`src/rtl/tx_tlp_capture.sv`:
```
// TX TLP capture: framing checker feeding a first-word-fall-through record FIFO
// with packet/interrupt counters and a sticky framing-error flag.
module tx_tlp_capture #(
    parameter int DEPTH = 4,
    parameter int CNT_W = 16
) (
    input  logic             clk,
    input  logic             reset,
    input  logic             tx_tvalid,
    output logic             tx_tready,
    input  logic [127:0]     tx_hdr,
    input  logic [255:0]     tx_payload,
    input  logic             tx_sop,
    input  logic             tx_eop,
    input  logic             tx_afu_irq,
    input  logic [7:0]       tx_irq_id,
    output logic             out_valid,
    input  logic             out_ready,
    output logic [127:0]     out_hdr,
    output logic [255:0]     out_payload,
    output logic             out_sop,
    output logic             out_eop,
    output logic             out_irq,
    output logic [7:0]       out_irq_id,
    output logic             err_framing,
    output logic [CNT_W-1:0] pkt_count,
    output logic [CNT_W-1:0] irq_count
);

    localparam int AW = $clog2(DEPTH);

    typedef struct packed {
        logic [127:0] hdr;
        logic [255:0] payload;
        logic         sop;
        logic         eop;
        logic         irq;
        logic [7:0]   irq_id;
    } rec_t;

    typedef enum logic {IDLE, IN_PKT} state_t;

    state_t           state_q, state_d;
    rec_t             mem_q [DEPTH];
    rec_t             wr_rec, head;
    logic [AW-1:0]    wr_ptr_q, rd_ptr_q;
    logic [AW:0]      count_q, count_d;
    logic             rdy_en_q, err_q;
    logic [CNT_W-1:0] pkt_q, irq_q;
    logic             accept, push, pop;
    logic             pkt_inc, irq_inc, err_set;

    assign accept = tx_tvalid & tx_tready;
    assign pop    = out_valid & out_ready;

    always_ff @(posedge clk or posedge reset) begin
        if (reset) begin
            state_q <= IDLE;
        end else begin
            state_q <= state_d;
        end
    end

    always_comb begin
        state_d = state_q;
        if (accept && !tx_afu_irq) begin
            unique case (state_q)
                IDLE:    if (tx_sop && !tx_eop) state_d = IN_PKT;
                IN_PKT:  if (!tx_sop && tx_eop) state_d = IDLE;
                default: state_d = IDLE;
            endcase
        end
    end

    // Interrupt beats become a standalone single-beat record with no data.
    always_comb begin
        push    = 1'b0;
        pkt_inc = 1'b0;
        irq_inc = 1'b0;
        err_set = 1'b0;
        wr_rec  = '{hdr: tx_hdr, payload: tx_payload, sop: tx_sop,
                    eop: tx_eop, irq: 1'b0, irq_id: 8'h00};
        if (accept) begin
            unique case (state_q)
                IDLE: begin
                    if (tx_afu_irq) begin
                        push    = 1'b1;
                        irq_inc = 1'b1;
                        wr_rec  = '{hdr: '0, payload: '0, sop: 1'b1,
                                    eop: 1'b1, irq: 1'b1, irq_id: tx_irq_id};
                    end else if (tx_sop) begin
                        push    = 1'b1;
                        pkt_inc = tx_eop;
                    end else begin
                        err_set = 1'b1;
                    end
                end
                IN_PKT: begin
                    if (tx_afu_irq || tx_sop) begin
                        err_set = 1'b1;
                    end else begin
                        push    = 1'b1;
                        pkt_inc = tx_eop;
                    end
                end
                default: err_set = 1'b0;
            endcase
        end
    end

    always_comb begin
        unique case ({push, pop})
            2'b10:   count_d = count_q + 1'b1;
            2'b01:   count_d = count_q - 1'b1;
            default: count_d = count_q;
        endcase
    end

    always_ff @(posedge clk or posedge reset) begin
        if (reset) begin
            wr_ptr_q <= '0;
            rd_ptr_q <= '0;
            count_q  <= '0;
            rdy_en_q <= 1'b0;
            err_q    <= 1'b0;
            pkt_q    <= '0;
            irq_q    <= '0;
        end else begin
            rdy_en_q <= 1'b1;
            count_q  <= count_d;
            if (push)    wr_ptr_q <= wr_ptr_q + 1'b1;
            if (pop)     rd_ptr_q <= rd_ptr_q + 1'b1;
            if (err_set) err_q    <= 1'b1;
            if (pkt_inc) pkt_q    <= pkt_q + 1'b1;
            if (irq_inc) irq_q    <= irq_q + 1'b1;
        end
    end

    always_ff @(posedge clk) begin
        if (push) mem_q[wr_ptr_q] <= wr_rec;
    end

    // Ready comes from registered occupancy only, held low until the first edge out of reset.
    assign tx_tready   = rdy_en_q & (count_q < (AW+1)'(DEPTH));
    assign out_valid   = (count_q != '0);
    assign head        = out_valid ? mem_q[rd_ptr_q] : '0;
    assign out_hdr     = head.hdr;
    assign out_payload = head.payload;
    assign out_sop     = head.sop;
    assign out_eop     = head.eop;
    assign out_irq     = head.irq;
    assign out_irq_id  = head.irq_id;
    assign err_framing = err_q;
    assign pkt_count   = pkt_q;
    assign irq_count   = irq_q;

endmodule

```
`config.mk`:
```
export PLATFORM = sky130hd
export DESIGN_NAME = tx_tlp_capture
export DESIGN_NICKNAME = d
export VERILOG_FILES = /design/src/rtl/tx_tlp_capture.sv
export SDC_FILE = /design/constraint.sdc
export NUM_CORES = 1
export LEC_CHECK = 0
export ABC_AREA = 1
export CORE_ASPECT_RATIO = 0.7
export CORE_MARGIN = 2
export CORE_UTILIZATION = 50
export CTS_CLUSTER_DIAMETER = 50
export DETAILED_ROUTE_END_ITERATION = 10
export PLACE_DENSITY = 0.73
export SKIP_CTS_REPAIR_TIMING = 1
export SKIP_LAST_GASP = 1
export SLEW_MARGIN = 10
export SYNTH_ARGS = -nofsm -noshare
export SYNTH_HDL_FRONTEND = slang
export SYNTH_SLANG_ARGS = --single-unit
```
`constraint.sdc`:
```
create_clock -name clk -period 23.7 [get_ports clk]
set_clock_uncertainty 0.2 [all_clocks]
set_input_delay 4.74 -clock clk [delete_from_list [all_inputs] [get_ports clk]]
set_output_delay 4.74 -clock clk [all_outputs]
set_load 0.02 [all_outputs]
```
After elaboration in Yosys (flattened, before gate mapping)
Memories as Yosys holds them, arrays and structs flattened.
Index checks and enable logic that the tools add are counted.
{ "totals": {"memories": 1, "output_inout_bits": 430, "in_bits": 399, "wordCells": 59, "ram_bits": 1580, "register_bits": 42} }
{ "mem_list": {"columns": ["memory", "words", "width", "read_ports", "rd_clocked_by_memory_dff", "wr", "line", "source"], "rows": [
  ["mem_q", 4, 395, 1, 0, 1, "44", "rec_t mem_q [DEPTH];"]
]} }
{ "op_classes": {"bitwise": 4, "addsub": 6, "n_reduce_logical": 9, "n_eq_ne": 2, "order_cmp": 1, "muxes": 28} }
{ "op_table": {"columns": ["operator", "n"], "rows": [
  ["$mux 395", 4],
  ["$add 16x1->16 const B", 2],
  ["$mux 1", 19],
  ["$pmux 1 s2", 4],
  ["$pmux 3 s2", 1],
  ["$add 2x1->2 const B", 2],
  ["$add 3x1->3 const B", 1],
  ["$and 1x1->1", 3],
  ["$logic_and 1x1->1", 3],
  ["$logic_not 1->1", 3],
  ["$lt 3x3->1 const B", 1],
  ["$reduce_bool 3->1", 1],
  ["$sub 3x1->3 const B", 1],
  ["$eq 2x1->1 const B", 1],
  ["$eq 2x2->1 const B", 1],
  ["$reduce_bool 2->1", 1],
  ["$logic_or 1x1->1", 1],
  ["$not 1->1", 1]
]} }

Longest topological paths before layout
Gate-level depths: netlist (run 1).
{ "logic_depth": {"depth_word": 6, "mapped_depth": 10, "ltp_nobuf": 10} }

Worst setup path before layout (run 1)
No wires, ideal clock.
{ "synth_path": {"kind": "input port to flip-flop", "start": "input tx_afu_irq", "end": "memory mem_q[0][0] in the netlist's numbering, enable pin", "t_required_ns": 22.337, "setup_ns": 1.163, "cell_stages": 3, "n_path_buf": 0, "slack_ns": 0.719, "t_arrival_ns": 21.618, "cell_sequence": "o21ai_0 nand3_1 nor2_1"} }
{ "synth_via": {"elab_chain_cells": 6, "word_cells_on_any_way": 7, "cone_classes": "6 x mux; 1 x reduce/logical"} }
{ "synth_lines": {"columns": ["element", "line", "source"], "rows": [
  ["from (decl)", "15", "input logic tx_afu_irq,"],
  ["$logic_or 1x1->1", "99", "if (tx_afu_irq || tx_sop) begin"],
  ["$mux 1", "99", null],
  ["$pmux 1 s2 *", "84", "unique case (state_q)"],
  ["$mux 1 *", "83", "if (accept) begin"],
  ["$mux 1 *", "140", "if (push) mem_q[wr_ptr_q] <= wr_rec;"],
  ["$mux 1 (not written as such) *", "140", null],
  ["to (decl)", "44", null]
]} }
Every way passes the cells marked *; elsewhere a longest branch is shown, timed or not.

Final worst setup path (run 1)
{ "layout_path": {"start": "register rd_ptr_q[0]", "end": "output out_payload[150]"} }
{ "layout_via": {"elab_chain_cells": 2} }
{ "layout_lines": {"columns": ["element", "line", "source"], "rows": [
  ["from (decl)", "46", "logic [AW-1:0] wr_ptr_q, rd_ptr_q;"],
  ["from (signal assigned)", "132", "if (pop) rd_ptr_q <= rd_ptr_q + 1'b1;"],
  ["$mem_v2 4x395", null, null],
  ["$mux 395", "146", "assign head = out_valid ? mem_q[rd_ptr_q] : '0;"],
  ["to (decl)", "20", "output logic [255:0] out_payload,"]
]} }
Every way passes these cells.

==> impl_metrics.csv, run 1 <==
group,metric,value,unit
drt,wl,172000,um
setup_path,required,18760,ps
cts,cts_made_buffers,155,
layout,drive_gt1_share,4.253,%
drt,drcViolationCount,0,
synthesis,syn_inst,5777,
setup_path,worstPathArrival,5960,ps
synthesis,async_flop_share,2.589,%
timing,setup_tns,0,ps
global_route,grt_max_degree,260,
synthesis,synth_edf_count,1580,
synthesis,synth.net_count,6184,
synthesis,synth-main-ff-cell,"edfxtp_1",
synthesis,ys_seq_area_share,72.96,%
synthesis,synth_area_leader_cell,"edfxtp_1",
cts,clk_path_buf_depth,3,
timing,fin_crit_sh,45.98,%
floorplan,pin_count,829,
cts,root_buffer,"clkbuf_16",
pwr,pwr-share-comb,42.7,%
global_route,antenna_found_initial,36,
synthesis,synth_area_leaders,"edfxtp_1 71%, nor2_1 11%, o21ai_0 4.8%",
floorplan,die_x,439.8,um
synthesis,synth_seq_cells,1622,
placement,numPortBuffers,828,
floorplan,die_h,309.1,um
layout,fin_util,61.41,%
setup_path,critPathKind,"reg2out",
timing,rsz0062_at_grt,"no",
pwr,p_seq_share,33.4,%
setup_path,path_max_fanout,219,
timing,max_slew_margin,13.96,%
run_status,status,"finished clean",
pwr,p_int,6.294,mW
timing,worst_pin_slew,1291,ps
layout,nFillCells,10170,
timing,slew_violations,0,
timing,fmaxAchievable,91.77,MHz
drt,wl_per_cell,20.56,um
global_route,grt_first_pass_wirelength,256300,um
synthesis,synthDominantCellAreaShare,71.38,%
synthesis,synthesis.area,66470,um2
placement,dp_hpwl,96920,um
cts,htreeDepth,4,
drt,via_count,44640,
cts,cts_sinks,1622,
floorplan,core_area,131400,um2
setup_path,cp-start-kind,"flip-flop",
timing,period_minus_slack,10900,ps
timing,finalSetupViolations,0,
synthesis,ys_types,32,
synthesis,syn_avg_cell_area,11.51,um2
drt,ant_nets,0,
drt,initialDrtViolationCount,4183,
timing,hold_viol_final,0,
cts,cts.reportedPaths.clkPinSlew,60,ps
drt,drt_pass1_iterations,6,
layout,nets,6868,
drt,via_per_inst,5.338,
synthesis,yosysWarnings,0,
pwr,switching_share,38.30,%
pwr,netSwitchingPower,3.907,mW
cts,worstSkewPairLatency,810,ps
floorplan,initial_core_util,50.59,%
global_route,grt_pass1_vias,42770,
layout,area_delta_synth_final,21.39,%
placement,place.gp.congestion,0.8287,
pwr,vdd_drop_max,0.1074,mV
floorplan,fp.dieArea,135900,um2
pwr,p_per_area,126.4,nW/um2
pwr,pwr-share-clk,24.0,%
floorplan,rows,111,
hold_path,hold_path_class,"reg2reg",
setup_path,cp-end-kind,"primary output",
global_route,track_usage,24.64,%
cts,cts_tree,"yes",
run,max-cap-violations,0,
pwr,power_leakage,28.44,nW
global_route,overflow,0,
state kept, by name, indices dropped and copies added (netlist names):
register,count
pkt_count,16
rdy_en_q,1
mem_q,1580
rd_ptr_q,2
wr_ptr_q,2
err_framing,1
irq_count,16
state_q,1
count_q,3
routing by layer:
layer,wire [um],vias to the layer above,global-route usage (%)
li1,-,21020,-
met3,12490,355,4.934
met4,8275,20,13.18
met5,122,-,0
met2,83470,1654,39.37
met1,67600,21590,31.99
worst max-delay path, cell delays in order, from the launching register on:
cell and delay [ps]:
dfrtp_4 990, buf_4 790, buf_12 650, buf_4 950
nor2_1 120, nor2_1 120, o21ai_0 100, a21oi_1 230
clkdlybuf4s50_1 700
cell families (layout without fill, tap and decap cells):
logic type      count (synthesis)  after routing  synth area share, %
simple gates                 2139           2139                12.25
flops                        1622           1622                72.96
compound gates               1198           1198                9.022
buf+inv                       790           1596                5.346
xor+xnor                       19             19               0.2504
fa+ha+maj                       8              8               0.1619
other cells                     1             29             0.005642
synth_stat cells, types with 2 or more instances:
cell type  count
a21oi_1      399
dfrtp_1       42
clkbuf_4       2
buf_6          8
nand4_1       11
nor2_4         2
inv_1        436
edfxtp_1    1580
clkbuf_1      76
nand3b_1       3
o21ai_1      165
o21ai_0      633
xor2_1        13
buf_1          6
xnor2_1        6
nand2_1       89
ha_1           7
buf_2        164
nor3_1         4
nand3_1       25
nor2_1      2001
buf_4         75
clkbuf_2      21
through the flow:
step	instances	setup WS, ps	power, mW	hold WS [ps]	area (um2)
finish	8362	12800	10.20	317.1	80690
global route	8360	12470	10.66	360.1	80680
CTS	8334	12860	10.25	317.8	80620
detailed placement	8055	13760	7.798	303.9	75620
global placement	8055	13850	7.756	290.5	75620
floorplan	5777	719.2	6.034	268.8	66470
worst paths after layout:
kind                             startpoint          endpoint  slack [ps]  depth (start not counted)
max in group asynchronous             reset       rd_ptr_q[1]       18620                          3
worst max register to register   count_q[2]     mem_q[0][226]       18930                          7
min in group asynchronous             reset     irq_count[10]        4210                          3
worst max-delay path            rd_ptr_q[0]  out_payload[150]       12800                          8
worst min-delay path             count_q[0]        count_q[0]         320                          1
worst min register to register   count_q[0]        count_q[0]         320                          1
power by group through the flow:
stage	Sequential, mW	Clock [mW]	Combinational, mW
3_5_place_dp	3.46	0	4.33
4_1_cts	3.40	2.48	4.37
6_report	3.40	2.45	4.35
5_1_grt	3.42	2.59	4.66
3_3_place_gp	3.46	0	4.30
2_1_floorplan	3.51	0	2.53
cell type report:
class	instances	area [um2]	area share, %
antenna	28	70.07	0.08684
clock buffer	191	4098	5.078
clock inverter	88	902.1	1.118
inverter	438	1687	2.090
sequential	1622	48500	60.11
multi-input combinational	3365	14450	17.91
timing repair buffer	879	8783	10.89
tap	1751	2191	2.715
cells in the final DEF, fill, tap and decap left out, types with 3 or more instances in the layout:
cell type | Yosys | layout
nor2_1 | 2001 | 1997
edfxtp_1 | 1580 | 1580
clkdlybuf4s50_1 | 0 | 828
o21ai_0 | 633 | 633
inv_1 | 436 | 436
a21oi_1 | 399 | 399
o21ai_1 | 165 | 165
clkbuf_16 | 0 | 158
nand2_1 | 89 | 89
buf_4 | 75 | 42
dfrtp_1 | 42 | 40
clkinv_1 | 0 | 34
clkbuf_1 | 76 | 31
diode_2 | 0 | 28
nand3_1 | 25 | 25
clkinv_2 | 0 | 19
xor2_1 | 13 | 13
bufinv_16 | 0 | 13
nand4_1 | 11 | 11
buf_12 | 0 | 9
inv_6 | 1 | 8
ha_1 | 7 | 7
clkinv_8 | 0 | 7
nor2_4 | 2 | 6
xnor2_1 | 6 | 6
nand3b_1 | 3 | 3
nor3_1 | 4 | 3
clkinv_16 | 0 | 3
clkinv_4 | 0 | 3
Power figures use the tool's default switching activity.
==> inputs of run 2 (changes only) <==
clock period = 11.2 ns   (was 23.7 ns; I/O delays follow)
==> run 2 against run 1 <==
  * Hold slack got worse by 13 ps
  * Count of clock-buffer cells in the layout rose by 3
  * Combinational power rose by 110%
  * Die area did not move
  * Register-to-register slack got worse by 12000 ps
  * Non-clock buffer count fell by 6
  * Flip-flop and latch count did not move
  * Critical path type unchanged
  * Critical endpoint is now out_payload[190]
  * Largest power group unchanged
==> impl_metrics.csv, run 2 (synthesis gave the netlist of run 1 again) <==
group,metric,value,unit
global_route,grt_first_pass_wirelength,255900,um
placement,placed_cells,8048,
setup_path,r2r_slack,6750,ps
setup_path,cp_slowest_stage_delay,950,ps
layout,largest_reg_flops,1580,
timing,max_slew_margin,18.29,%
timing,worst_pin_slew,1226,ps
setup_path,path_cells,"buf_4, buf_12, nor2_1, nor2_1, o21ai_1, a21oi_1, clkdlybuf4s50_1",
global_route,grt_pass1_vias,42270,
setup_path,required,8760,ps
cts,cts.reportedPaths.clkPinSlew,60,ps
floorplan,initial_core_util,50.59,%
hold_path,hold_path_class,"reg2reg",
timing,fin_crit_sh,66.36,%
placement,place.gp.congestion,0.8480,
setup_path,path_max_fanout,212,
drt,ant_nets,0,
cts,worstSkewPairLatency,780,ps
layout,area_delta_synth_final,21.20,%
floorplan,die_h,309.1,um
timing,hold_viol_final,0,
pwr,power_leakage,28.34,nW
timing,hold_ws,304.5,ps
floorplan,core_area,131400,um2
drt,via_per_inst,5.372,
run,max-cap-violations,0,
placement,dp_hpwl,97140,um
floorplan,fp.dieArea,135900,um2
cts,htreeDepth,4,
global_route,antenna_found_initial,37,
placement,numPortBuffers,828,
cts,cts_sinks,1622,
timing,slew_violations,0,
pwr,p_per_area,266.0,nW/um2
cts,cts_made_buffers,157,
global_route,track_usage,24.59,%
floorplan,pin_count,829,
drt,drcViolationCount,0,
setup_path,slowest_stage,"dfrtp_4",
drt,wl_per_cell,20.66,um
drt,initialDrtViolationCount,4435,
floorplan,rows,111,
timing,rsz0062_at_grt,"no",
cts,root_buffer,"clkbuf_16",
global_route,overflow,0,
drt,drt_pass1_iterations,6,
timing,period_minus_slack,7432,ps
setup_path,cp-end-kind,"primary output",
layout,final_common_cell,"nor2_1",
drt,via_count,44890,
cts,cts_tree,"yes",
run_status,status,"finished clean",
floorplan,die_x,439.8,um
layout,nets,6864,
timing,setup_tns,0,ps
timing,fmaxAchievable,134.6,MHz
setup_path,critPathKind,"reg2out",
setup_path,cp-start-kind,"flip-flop",
global_route,grt_max_degree,283,
layout,drive_gt1_share,3.987,%
pwr,vdd_drop_max,0.2685,mV
layout,layout_common_cells,"1997 x nor2_1, 1580 x edfxtp_1, 828 x clkdlybuf4s50_1",
setup_path,worstPathArrival,4990,ps
drt,wl,172600,um
cts,clk_path_buf_depth,3,
setup_path,cp_common_cell,"nor2_1",
layout,final_cells,8356,
layout,regMostFlops,"mem_q",
timing,finalSetupViolations,0,
==> run 2: changes by cell type in the layout (fill, tap and decap cells not counted), sizes merged <==
cell / delta
diode: +6
inv: +8
clkinv: -7
clkbuf: +3
bufinv: -9
buf: -6
clkinvlp: -1
==> run 2: worst paths after layout <==
| check | endpoint | startpoint | cells after the start |
|---|---|---|---|
| setup / recovery | out_payload[190] | rd_ptr_q[0] | 7 |
| max in group asynchronous | rd_ptr_q[1] | reset | 3 |
| setup reg to reg | mem_q[3][264] | count_q[2] | 7 |
| hold / removal | err_framing | err_framing | 1 |
| hold reg to reg | err_framing | err_framing | 1 |
| min in group asynchronous | irq_count[10] | reset | 3 |
==> run 2: cell type report <==
cell class / instances / area [um2]
clock inverter: 79 / 629.4
timing repair buffer: 873 / 8871
fill: 10060 / 50820
tap: 1751 / 2191
sequential: 1622 / 48500
inverter: 438 / 1687
multi-input combinational: 3365 / 14450
antenna: 34 / 85.08
clock buffer: 194 / 4141
==> run 2: layer usage <==
metal	routed length, um	vias up	GRT usage (%)
met1	67500	21740	32.41
met2	85170	1794	39.73
met5	27	-	0
met3	12640	332	4.458
li1	-	21020	-
met4	7293	4	11.76
==> run 2: worst max-delay path: cells and delay by family (launching register included) <==
kind            cells  cell delay [ps]
compound gates      2              550
buf+inv             3             2100
flops               1              950
simple gates        2              260
==> run 2: where the power goes <==
group	switching (mW)	internal [mW]	leakage, nW
Combinational	5.87	3.38	11.2
Clock	2.25	2.74	2.33
Sequential	0.153	7.04	14.8
Total	8.28	13.1	28.3
==> run 2: per-stage QoR <==
stage / worst slack [ps] / utilization, % / area (um2) / total power, mW
after detailed placement: 4452 / 57.60 / 75680 / 16.52
after CTS: 3551 / 61.23 / 80450 / 21.52
after global placement: 4517 / 57.60 / 75680 / 16.43
after floorplan: -2588 / - / 66480 / 12.69
final: 3768 / 61.32 / 80560 / 21.43
after global routing: 3609 / 61.31 / 80550 / 22.38
